<file path="config.mk">
export PLATFORM = sky130hd
export DESIGN_NAME = weighted_sum_array
export DESIGN_NICKNAME = d
export VERILOG_FILES = /design/src/rtl/weighted_sum_pkg.sv /design/src/rtl/weighted_sum_array_mac_lane.sv /design/src/rtl/weighted_sum_array.sv
export SDC_FILE = /design/constraint.sdc
export NUM_CORES = 2
export LEC_CHECK = 0
export BUFFER_PORTS_ARGS = -buffer_cell sky130_fd_sc_hd__buf_2
export CAP_MARGIN = 30
export CORE_UTILIZATION = 55
export DETAILED_ROUTE_END_ITERATION = 6
export HOLD_SLACK_MARGIN = 0.05
export PLACE_DENSITY_LB_ADDON = 0.05
export SLEW_MARGIN = 20
export SYNTH_ARGS = -nofsm -noshare
export SYNTH_HDL_FRONTEND = slang
export SYNTH_SLANG_ARGS = --single-unit
</file>
<file path="constraint.sdc">
create_clock -name clk -period 4.2 [get_ports clk]
set_input_delay 0.63 -clock clk [delete_from_list [all_inputs] [get_ports clk]]
set_output_delay 0.63 -clock clk [all_outputs]
set_load 0.05 [all_outputs]
</file>
<file path="src/rtl/weighted_sum_pkg.sv">
// Shared types and helpers for the weighted-sum array: FSM state encoding,
// accumulator width rule and the signed saturation helper.
package weighted_sum_pkg;

    typedef enum logic [1:0] {
        IDLE  = 2'd0,
        ACCUM = 2'd1,
        BIAS  = 2'd2,
        DONE  = 2'd3
    } state_t;

    // Working width of the saturation helper; must exceed ACC_BITS + 1.
    localparam int SAT_W = 64;

    typedef struct packed {
        logic                    ovf;
        logic signed [SAT_W-1:0] val;
    } sat_t;

    // Accumulator width large enough that NPIXEL full-scale terms cannot wrap.
    function automatic int acc_bits(input int nwbits, input int pixel_bits, input int count_bit);
        return nwbits + pixel_bits + count_bit;
    endfunction

    // Clip a wide signed value to the signed range of out_bits, flagging any clipping.
    function automatic sat_t saturate(input logic signed [SAT_W-1:0] v, input int out_bits);
        sat_t                    r;
        logic signed [SAT_W-1:0] hi;
        logic signed [SAT_W-1:0] lo;
        hi    = (64'sd1 <<< (out_bits - 1)) - 64'sd1;
        lo    = ~hi;
        r.ovf = 1'b0;
        r.val = v;
        if (v > hi) begin
            r.val = hi;
            r.ovf = 1'b1;
        end else if (v < lo) begin
            r.val = lo;
            r.ovf = 1'b1;
        end
        return r;
    endfunction

endpackage

</file>
<file path="src/rtl/weighted_sum_array_mac_lane.sv">
// One neuron lane: forms the per-pixel term, accumulates it, then on finish
// adds the bias, optionally rectifies, saturates and registers the result.
module mac_lane
    import weighted_sum_pkg::*;
#(
    parameter int NWBITS     = 16,
    parameter int COUNT_BIT  = 10,
    parameter int PIXEL_BITS = 1,
    parameter int OUT_BITS   = 24,
    parameter int RELU_EN    = 0
) (
    input  logic                     clk,
    input  logic                     reset_b,
    input  logic                     clear,
    input  logic                     enable,
    input  logic                     finish,
    input  logic [PIXEL_BITS-1:0]    pixel,
    input  logic signed [NWBITS-1:0] weight,
    input  logic signed [NWBITS-1:0] bias,
    output logic [OUT_BITS-1:0]      result,
    output logic                     overflow
);
    localparam int ACC_BITS  = acc_bits(NWBITS, PIXEL_BITS, COUNT_BIT);
    localparam int TERM_BITS = NWBITS + PIXEL_BITS;

    logic signed [TERM_BITS-1:0] term;
    logic signed [ACC_BITS-1:0]  term_ext;
    logic signed [ACC_BITS-1:0]  acc_q, acc_d;
    logic signed [ACC_BITS:0]    biased;
    logic signed [ACC_BITS:0]    rect;
    sat_t                        sat;
    logic [OUT_BITS-1:0]         result_q, result_d;
    logic                        overflow_q, overflow_d;
    logic                        unused_sat_hi;

    generate
        if (PIXEL_BITS == 1) begin : g_gate
            // Binary pixel simply gates the weight through.
            assign term = pixel[0] ? {{PIXEL_BITS{weight[NWBITS-1]}}, weight} : '0;
        end else begin : g_mult
            logic signed [TERM_BITS-1:0] w_ext;
            logic signed [TERM_BITS-1:0] p_ext;
            assign w_ext = {{PIXEL_BITS{weight[NWBITS-1]}}, weight};
            assign p_ext = {{NWBITS{1'b0}}, pixel};
            // Pixel is unsigned, so it is zero-extended before the signed multiply.
            assign term  = w_ext * p_ext;
        end
    endgenerate

    assign term_ext = {{(ACC_BITS-TERM_BITS){term[TERM_BITS-1]}}, term};
    assign biased   = {acc_q[ACC_BITS-1], acc_q} + {{(ACC_BITS+1-NWBITS){bias[NWBITS-1]}}, bias};
    // ReLU is applied before saturation so a clamp to zero never raises overflow.
    assign rect     = ((RELU_EN != 0) && biased[ACC_BITS]) ? '0 : biased;
    assign sat      = saturate({{(SAT_W-ACC_BITS-1){rect[ACC_BITS]}}, rect}, OUT_BITS);
    // Bits above OUT_BITS are redundant sign copies after saturation.
    assign unused_sat_hi = ^sat.val[SAT_W-1:OUT_BITS];

    // Accumulator next value: clear on new dot product, add term when a pixel is consumed.
    always_comb begin
        acc_d = acc_q;
        if (clear) begin
            acc_d = '0;
        end else if (enable) begin
            acc_d = acc_q + term_ext;
        end
    end

    // Result and overflow only update on the finish cycle and are held otherwise.
    always_comb begin
        result_d   = result_q;
        overflow_d = overflow_q;
        if (finish) begin
            result_d   = sat.val[OUT_BITS-1:0];
            overflow_d = sat.ovf;
        end
    end

    // Lane state registers.
    always_ff @(posedge clk or negedge reset_b) begin
        if (!reset_b) begin
            acc_q      <= '0;
            result_q   <= '0;
            overflow_q <= 1'b0;
        end else begin
            acc_q      <= acc_d;
            result_q   <= result_d;
            overflow_q <= overflow_d;
        end
    end

    assign result   = result_q;
    assign overflow = overflow_q;

endmodule

</file>
<file path="src/rtl/weighted_sum_array.sv">
// NNEURON parallel dot products over a serial pixel stream with bias, optional
// ReLU and saturation. This level owns the FSM, pixel counter and lane control.
module weighted_sum_array
    import weighted_sum_pkg::*;
#(
    parameter int NWBITS     = 16,
    parameter int NPIXEL     = 784,
    parameter int COUNT_BIT  = 10,
    parameter int NNEURON    = 10,
    parameter int PIXEL_BITS = 1,
    parameter int OUT_BITS   = 24,
    parameter int RELU_EN    = 0
) (
    input  logic                        clk,
    input  logic                        reset_b,
    input  logic                        start,
    input  logic                        pixel_valid,
    input  logic [PIXEL_BITS-1:0]       pixel,
    input  logic [NNEURON*NWBITS-1:0]   weights,
    input  logic [NNEURON*NWBITS-1:0]   bias,
    output logic                        busy,
    output logic                        pixel_ready,
    output logic                        out_valid,
    output logic [NNEURON*OUT_BITS-1:0] result,
    output logic [NNEURON-1:0]          overflow
);
    state_t               state_q, state_d;
    logic [COUNT_BIT-1:0] count_q, count_d;
    logic                 lane_clear;
    logic                 lane_enable;
    logic                 lane_finish;
    logic                 last_term;

    // Start is only honoured when no dot product is in flight.
    assign lane_clear  = start && ((state_q == IDLE) || (state_q == DONE));
    assign lane_enable = (state_q == ACCUM) && pixel_valid;
    assign lane_finish = (state_q == BIAS);
    assign last_term   = (count_q == COUNT_BIT'(NPIXEL - 1));

    // FSM state register.
    always_ff @(posedge clk or negedge reset_b) begin
        if (!reset_b) begin
            state_q <= IDLE;
        end else begin
            state_q <= state_d;
        end
    end

    // FSM next-state logic.
    always_comb begin
        state_d = state_q;
        unique case (state_q)
            IDLE:    if (start) state_d = ACCUM;
            ACCUM:   if (lane_enable && last_term) state_d = BIAS;
            BIAS:    state_d = DONE;
            DONE:    state_d = start ? ACCUM : IDLE;
            default: state_d = IDLE;
        endcase
    end

    // FSM outputs decoded from the current state.
    always_comb begin
        busy        = (state_q == ACCUM) || (state_q == BIAS);
        pixel_ready = (state_q == ACCUM);
        out_valid   = (state_q == DONE);
    end

    // Pixel counter: restarts with each dot product, advances per consumed pixel.
    always_comb begin
        count_d = count_q;
        if (lane_clear) begin
            count_d = '0;
        end else if (lane_enable) begin
            count_d = last_term ? '0 : count_q + 1'b1;
        end
    end

    // Pixel counter register.
    always_ff @(posedge clk or negedge reset_b) begin
        if (!reset_b) begin
            count_q <= '0;
        end else begin
            count_q <= count_d;
        end
    end

    generate
        for (genvar gi = 0; gi < NNEURON; gi++) begin : g_lane
            mac_lane #(
                .NWBITS     (NWBITS),
                .COUNT_BIT  (COUNT_BIT),
                .PIXEL_BITS (PIXEL_BITS),
                .OUT_BITS   (OUT_BITS),
                .RELU_EN    (RELU_EN)
            ) u_lane (
                .clk      (clk),
                .reset_b  (reset_b),
                .clear    (lane_clear),
                .enable   (lane_enable),
                .finish   (lane_finish),
                .pixel    (pixel),
                .weight   (weights[gi*NWBITS +: NWBITS]),
                .bias     (bias[gi*NWBITS +: NWBITS]),
                .result   (result[gi*OUT_BITS +: OUT_BITS]),
                .overflow (overflow[gi])
            );
        end
    endgenerate

endmodule

</file>
; ---- Word-level counts from Yosys, hierarchy flattened
; Cells that the tools add are included.
[totals]
ff_bits = 532
in_bits = 325
output_inout_bits = 253
wordCells = 144
[classes]
add_sub_neg = 21
order_cmp = 20
eq_ne = 6
muxes = 57
n_reduce_logical = 8
[ops]
columns = op, count
row1 = 2-to-1 mux 65 bit, 20
row2 = 2-to-1 mux 27 bit, 20
row3 = adder 27 x 16 -> 28 bit, 10
row4 = > comparator 28 x 24 -> 1 bit (second input constant), 10
row5 = less-than comparator 28 x 24 -> 1 bit (second input constant), 10
row6 = adder 27 x 17 -> 27 bit, 10
row7 = 2-to-1 mux 17 bit, 10
row8 = 2-to-1 mux 10 bit, 3
row9 = adder 10 x 1 -> 10 bit (second input constant), 1
row10 = == test 10 bit (second input constant), 1
row11 = case mux 2 bit (4 select lines), 1
row12 = == test 2 bit (second input constant), 2
row13 = 2-to-1 mux 2 bit, 2
row14 = logical AND 1 bit, 3
row15 = == test 2 x 1 -> 1 bit (second input constant), 1
row16 = logical NOT 2 bit, 1
row17 = logical OR 1 bit, 2
row18 = inequality test 2 x 1 -> 1 bit (second input constant), 1
row19 = inequality test 2 bit (second input constant), 1
row20 = AND reduction 2 bit, 1
row21 = nonzero test 2 bit, 1
row22 = 2-to-1 mux 1 bit, 1

; ---- Logic depth before layout (Yosys ltp)
[logic_depth]
ltp_word = 5
mapped_depth = 18
depth_no_buf = 15

; ---- Hierarchy
; From an unflattened synthesis, not the netlist that was laid out.
[unflattened]
hier_cells = 5727
area_unflattened_um2 = 50086.8
[modules_own_cells]
columns = mod, n_inst, cells_each, area_each_um2, seq_area_each_um2
row1 = mac_lane at g_lane[0].u_lane ..., 6, 551, 4888.4, 1301.2
row2 = mac_lane at g_lane[9].u_lane, 1, 606, 5180.0, 1301.2
row3 = mac_lane at g_lane[8].u_lane, 1, 608, 5149.9, 1301.2
row4 = mac_lane at g_lane[2].u_lane, 1, 559, 4903.5, 1301.2
row5 = mac_lane at g_lane[1].u_lane, 1, 569, 4790.8, 1301.2
row6 = weighted_sum_array, 1, 79, 732.0, 300.3

; ---- Worst setup path before layout
; Ideal clock, no wire load.
[synth_timing]
path_type = input -> register
start = input pixel
end = register g_lane[8].u_lane.acc_q[26]
setup_ns = 0.078
arrival_ns = 4.364
required_ns = 4.122
setup_slack_ns = -0.242
cell_stages = 18
path_buffers = 3
cell_sequence = clkbuf_1 -> clkbuf_1 -> clkbuf_1 -> and2_1 -> ha_1 -> inv_1 -> fa_1 -> nor2b_1 -> o31ai_1 -> a211oi_1 -> nor4_1 -> o31ai_1 -> a41oi_1 -> o21ai_1 -> a41oi_1 -> and3_1 -> or4_1 -> a21oi_1
[synth_between]
elab_chain_len = 4
[synth_lines]
columns = element, line_no
row1 = "start, declared", weighted_sum_array.sv:18  ; input logic [PIXEL_BITS-1:0] pixel,
row2 = 2-to-1 mux 17 bit, weighted_sum_array_mac_lane.sv:39  ; assign term = pixel[0] ? {{PIXEL_BITS{weight[NWBITS-1]}}, weight} : '0;
row3 = adder 27 x 17 -> 27 bit, weighted_sum_array_mac_lane.sv:64  ; acc_d = acc_q + term_ext;
row4 = 2-to-1 mux 27 bit, weighted_sum_array_mac_lane.sv:63  ; end else if (enable) begin
row5 = 2-to-1 mux 27 bit, weighted_sum_array_mac_lane.sv:61  ; if (clear) begin
row6 = "end signal, assigned", weighted_sum_array_mac_lane.sv:81  ; acc_q <= '0;
row7 = "end signal, assigned", weighted_sum_array_mac_lane.sv:85  ; acc_q <= acc_d;
row8 = "end, declared", weighted_sum_array_mac_lane.sv:28  ; logic signed [ACC_BITS-1:0] acc_q, acc_d;
; Every way passes these cells. The select of a mux whose other input is x is not followed.
; A chain may end at the register's enable or synchronous reset.

; ---- Worst setup path after layout
[layout_timing]
start = register g_lane[9].u_lane.acc_q[0]
end = register g_lane[9].u_lane.overflow_q
[layout_between]
elab_chain_len = 4
elab_cells_between_ends = 5
cone_classes = add/sub (1) / order compare (2) / mux (2)
[layout_lines]
columns = element, line_no
row1 = "start, declared", weighted_sum_array_mac_lane.sv:28
row2 = "start signal, assigned", weighted_sum_array_mac_lane.sv:81
row3 = "start signal, assigned", weighted_sum_array_mac_lane.sv:85
row4 = adder 27 x 16 -> 28 bit *, weighted_sum_array_mac_lane.sv:51  ; assign biased = {acc_q[ACC_BITS-1], acc_q} + {{(ACC_BITS+1-NWBITS){bias[NWBITS-1]}}, bias};
row5 = less-than comparator 28 x 24 -> 1 bit, weighted_sum_pkg.sv:37  ; end else if (v < lo) begin
row6 = 2-to-1 mux 65 bit, weighted_sum_pkg.sv:37
row7 = 2-to-1 mux 65 bit *, weighted_sum_pkg.sv:34  ; if (v > hi) begin
row8 = "end signal, assigned", weighted_sum_array_mac_lane.sv:87  ; overflow_q <= overflow_d;
row9 = "end, declared", weighted_sum_array_mac_lane.sv:33  ; logic overflow_q, overflow_d;
; Every way passes the cells marked *; elsewhere a longest branch is shown, timed or not.

==> out/results.txt <==
YS warnings - 0
critical path class - reg2reg
gp weighted congestion - 0.923
DR vias - 43400
clock root buffer master - clkbuf_16
TritonCTS clock tree - done
syn avg cell area - 8.29 sq um
CTS resizes - 0
core region area - 83800 sq um
final hold slack - 0.0879 ns
Post-Syn Instances - 5632
IO Port Bufs - 577
CTS Buf Count - 68
vias in the first global route - 41700
Most used DFF post-synth - dfrtp_1
Area after DPL - 51700 sq um
synthesized area - 46700 sq um
worst-path fanout max - 24
leakage - 26.7 nW
CTS H-Tree Depth - 3
Die Span Y - 293 microns
NetSw - 21.8 mW
Clock Power Share - 0.140
final setup violating endpoints - 0
pin count of the biggest net entering global routing - 159
final worst path period share - 0.921
count leader, synth - nand2_1
status - completed
total negative slack - 0 ns
die area - 86000 sq um
Initial Util - 0.557
number of cell rows - 106
first-pass GRT wire length - 217 mm
clock transition at the registers of the reported paths - 0.06 ns
drt wl/cell - 18.3 microns
R2R Setup Slk - 0.33 ns
Final min period - 3.87 ns
Clock Tree Buf Depth - 3
sequential fraction of design power - 0.218
Yosys reg bits - 532
post-route DRC violation count - 0
Final Hold Viols - 0
Vias/cell - 5.85
Setup WS pre-CTS - -0.0184 ns
Post CTS Setup Buffer Count - 0
Overall Global Routing Usage - 0.310
clk_skew - 0.0164 ns
Area growth syn-to-layout - 15.8%
fin worst setup slack - 0.330 ns
Max Clock Freq - 258 MHz
Rel. slew slack - 0.373
ANT nets after route - 0
initial DRC count - 2521
die extent in x - 293 microns
CP endpoint kind - flop
combinational share of power - 0.642
internal power - 21.0 mW
register area share after synthesis - 0.285
DP HPWL - 101 mm
Peak VDD IR - 0.611 mV
Synth async-reset ratio - 1.00
share of cells above drive strength 1 - 0.149
min-delay worst type - in2async
Max Slew Vio Count - 0
Post-Layout Inst Area - 54000 sq um
RSZ-0062 raised after global routing - false
CP Launch Type - flop
max_cap viols - 0
First-pass DRT Iterations - 5
multi-input logic area - 32100 sq um
pwr/cell area - 792 nW/um^2
worst-case reg-to-reg path depth - 15
wirelength, routed - 136 mm
syn nets - 6513
Post-synth top cells - nand2_1, a21oi_1, ha_1
initial antenna violation count - 24
Post-CTS Hold Fix Bufs - 0
Worst Tran Pin Value - 0.941 ns
worst-skew pair later-pin latency - 0.62 ns
switching power share of the total - 0.510
Synth cell types - 94
register area - 13300 sq um
largest area contributor in the netlist - dfrtp_1
EDFF count, synth - 0
share of the synthesized area in the top cell type - 0.285
filler instances - 7485
CP arrival - 4.37 ns
synth top area cells - dfrtp_1, ha_1, a21oi_1
final net count - 7097
# IOs - 578
Overflow after GRT - 0
Critical Path RT - 4.70 ns
# clock sinks - 532
[worst max-delay path: stages (launching register included)]
cell and delay [ns]:
dfrtp_1 0.39, ha_1 0.20, inv_1 0.06, fa_1 0.43, nor2b_4 0.15, o31ai_2 0.08, a21oi_2 0.20, a311oi_2 0.16
o311a_4 0.36, o31ai_4 0.27, o21ai_2 0.07, a311o_1 0.34, or4_4 0.55, a21oi_4 0.18, buf_12 0.20, a21oi_1 0.08
[per-stage QoR]
stage	instances	power (mW)	utilization
6_report	7421	42.8	0.645
5_1_grt	7415	46.1	0.645
4_1_cts	7404	42.8	0.644
3_5_place_dp	7280	36.6	0.617
3_3_place_gp	7280	36.2	0.617
2_1_floorplan	5632	29.6	-
[per-layer routing]
| metal | global-route usage | share of wire | vias to the layer above |
|---|---|---|---|
| li1 | - | - | 21700 |
| met1 | 0.404 | 0.44 | 20500 |
| met2 | 0.512 | 0.46 | 1048 |
| met3 | 0.0607 | 0.064 | 237 |
| met4 | 0.106 | 0.037 | 18 |
| met5 | 0 | 0.00086 | - |
[state kept, by name, indices dropped and copies added, names as in the netlist]
name and flops:
g_lane.u_lane.overflow 10, g_lane.u_lane.result 240, count_q 10, state_q 2, g_lane.u_lane.acc_q 270
[power by group through the flow]
stage                     registers (mW)  logic (mW)  clock network, mW
after floorplan                     12.6        17.0                  0
after global placement              9.35        26.9                  0
after detailed placement            9.37        27.2                  0
after CTS                           9.33        27.4               6.11
after global routing                9.61        30.1               6.30
final                               9.34        27.5               5.99
[kinds of logic (layout without fill, tap and decap cells)]
logic type | Yosys count | in the layout | synth area share
mux | 18 | 18 | 0.00397
buf+inv | 364 | 1002 | 0.0309
simple gates | 2022 | 2022 | 0.206
other cells | 0 | 17 | 0
flops | 532 | 532 | 0.285
fa+ha+maj | 556 | 556 | 0.152
compound gates | 1731 | 1731 | 0.245
xor+xnor | 409 | 409 | 0.0768
[final cells by class]
cell class                 count  share of cell area
antenna                       17            0.000787
tap                         1134              0.0263
inverter                     151              0.0106
clock inverter                23             0.00382
timing repair buffer         727              0.0810
multi-input combinational   4736               0.593
clock buffer                 101              0.0381
sequential                   532               0.246
[layout by cell type, fill, tap and decap left out, drive strengths merged, types with 20 or more instances in the layout]
master	count
inv	153
and2	176
o211ai	25
a211oi	69
nor3	105
xnor2	261
a211o	38
o31ai	23
a21o	194
a31oi	39
or2	20
nand4	33
a221o	34
o21bai	56
a311o	30
or3	49
o21a	84
o21ai	280
nor2	467
fa	20
and3	32
dfrtp	532
nor2b	108
a21oi	621
o22ai	36
nand2b	91
xor2	148
ha	536
nand2	644
clkbuf	101
buf	727
nand3	211
[final timing paths]
path,from,end
max,g_lane[9].u_lane.acc_q[0],g_lane[9].u_lane.overflow
min,reset_b,g_lane[7].u_lane.result[11]
max reg2reg,g_lane[9].u_lane.acc_q[0],g_lane[9].u_lane.overflow
min reg2reg,g_lane[7].u_lane.result[23],g_lane[7].u_lane.result[23]
max in group asynchronous,reset_b,g_lane[8].u_lane.acc_q[5]
min in group clk,bias[112],g_lane[7].u_lane.result[0]
No activity file was read; power rests on OpenSTA's default activity.
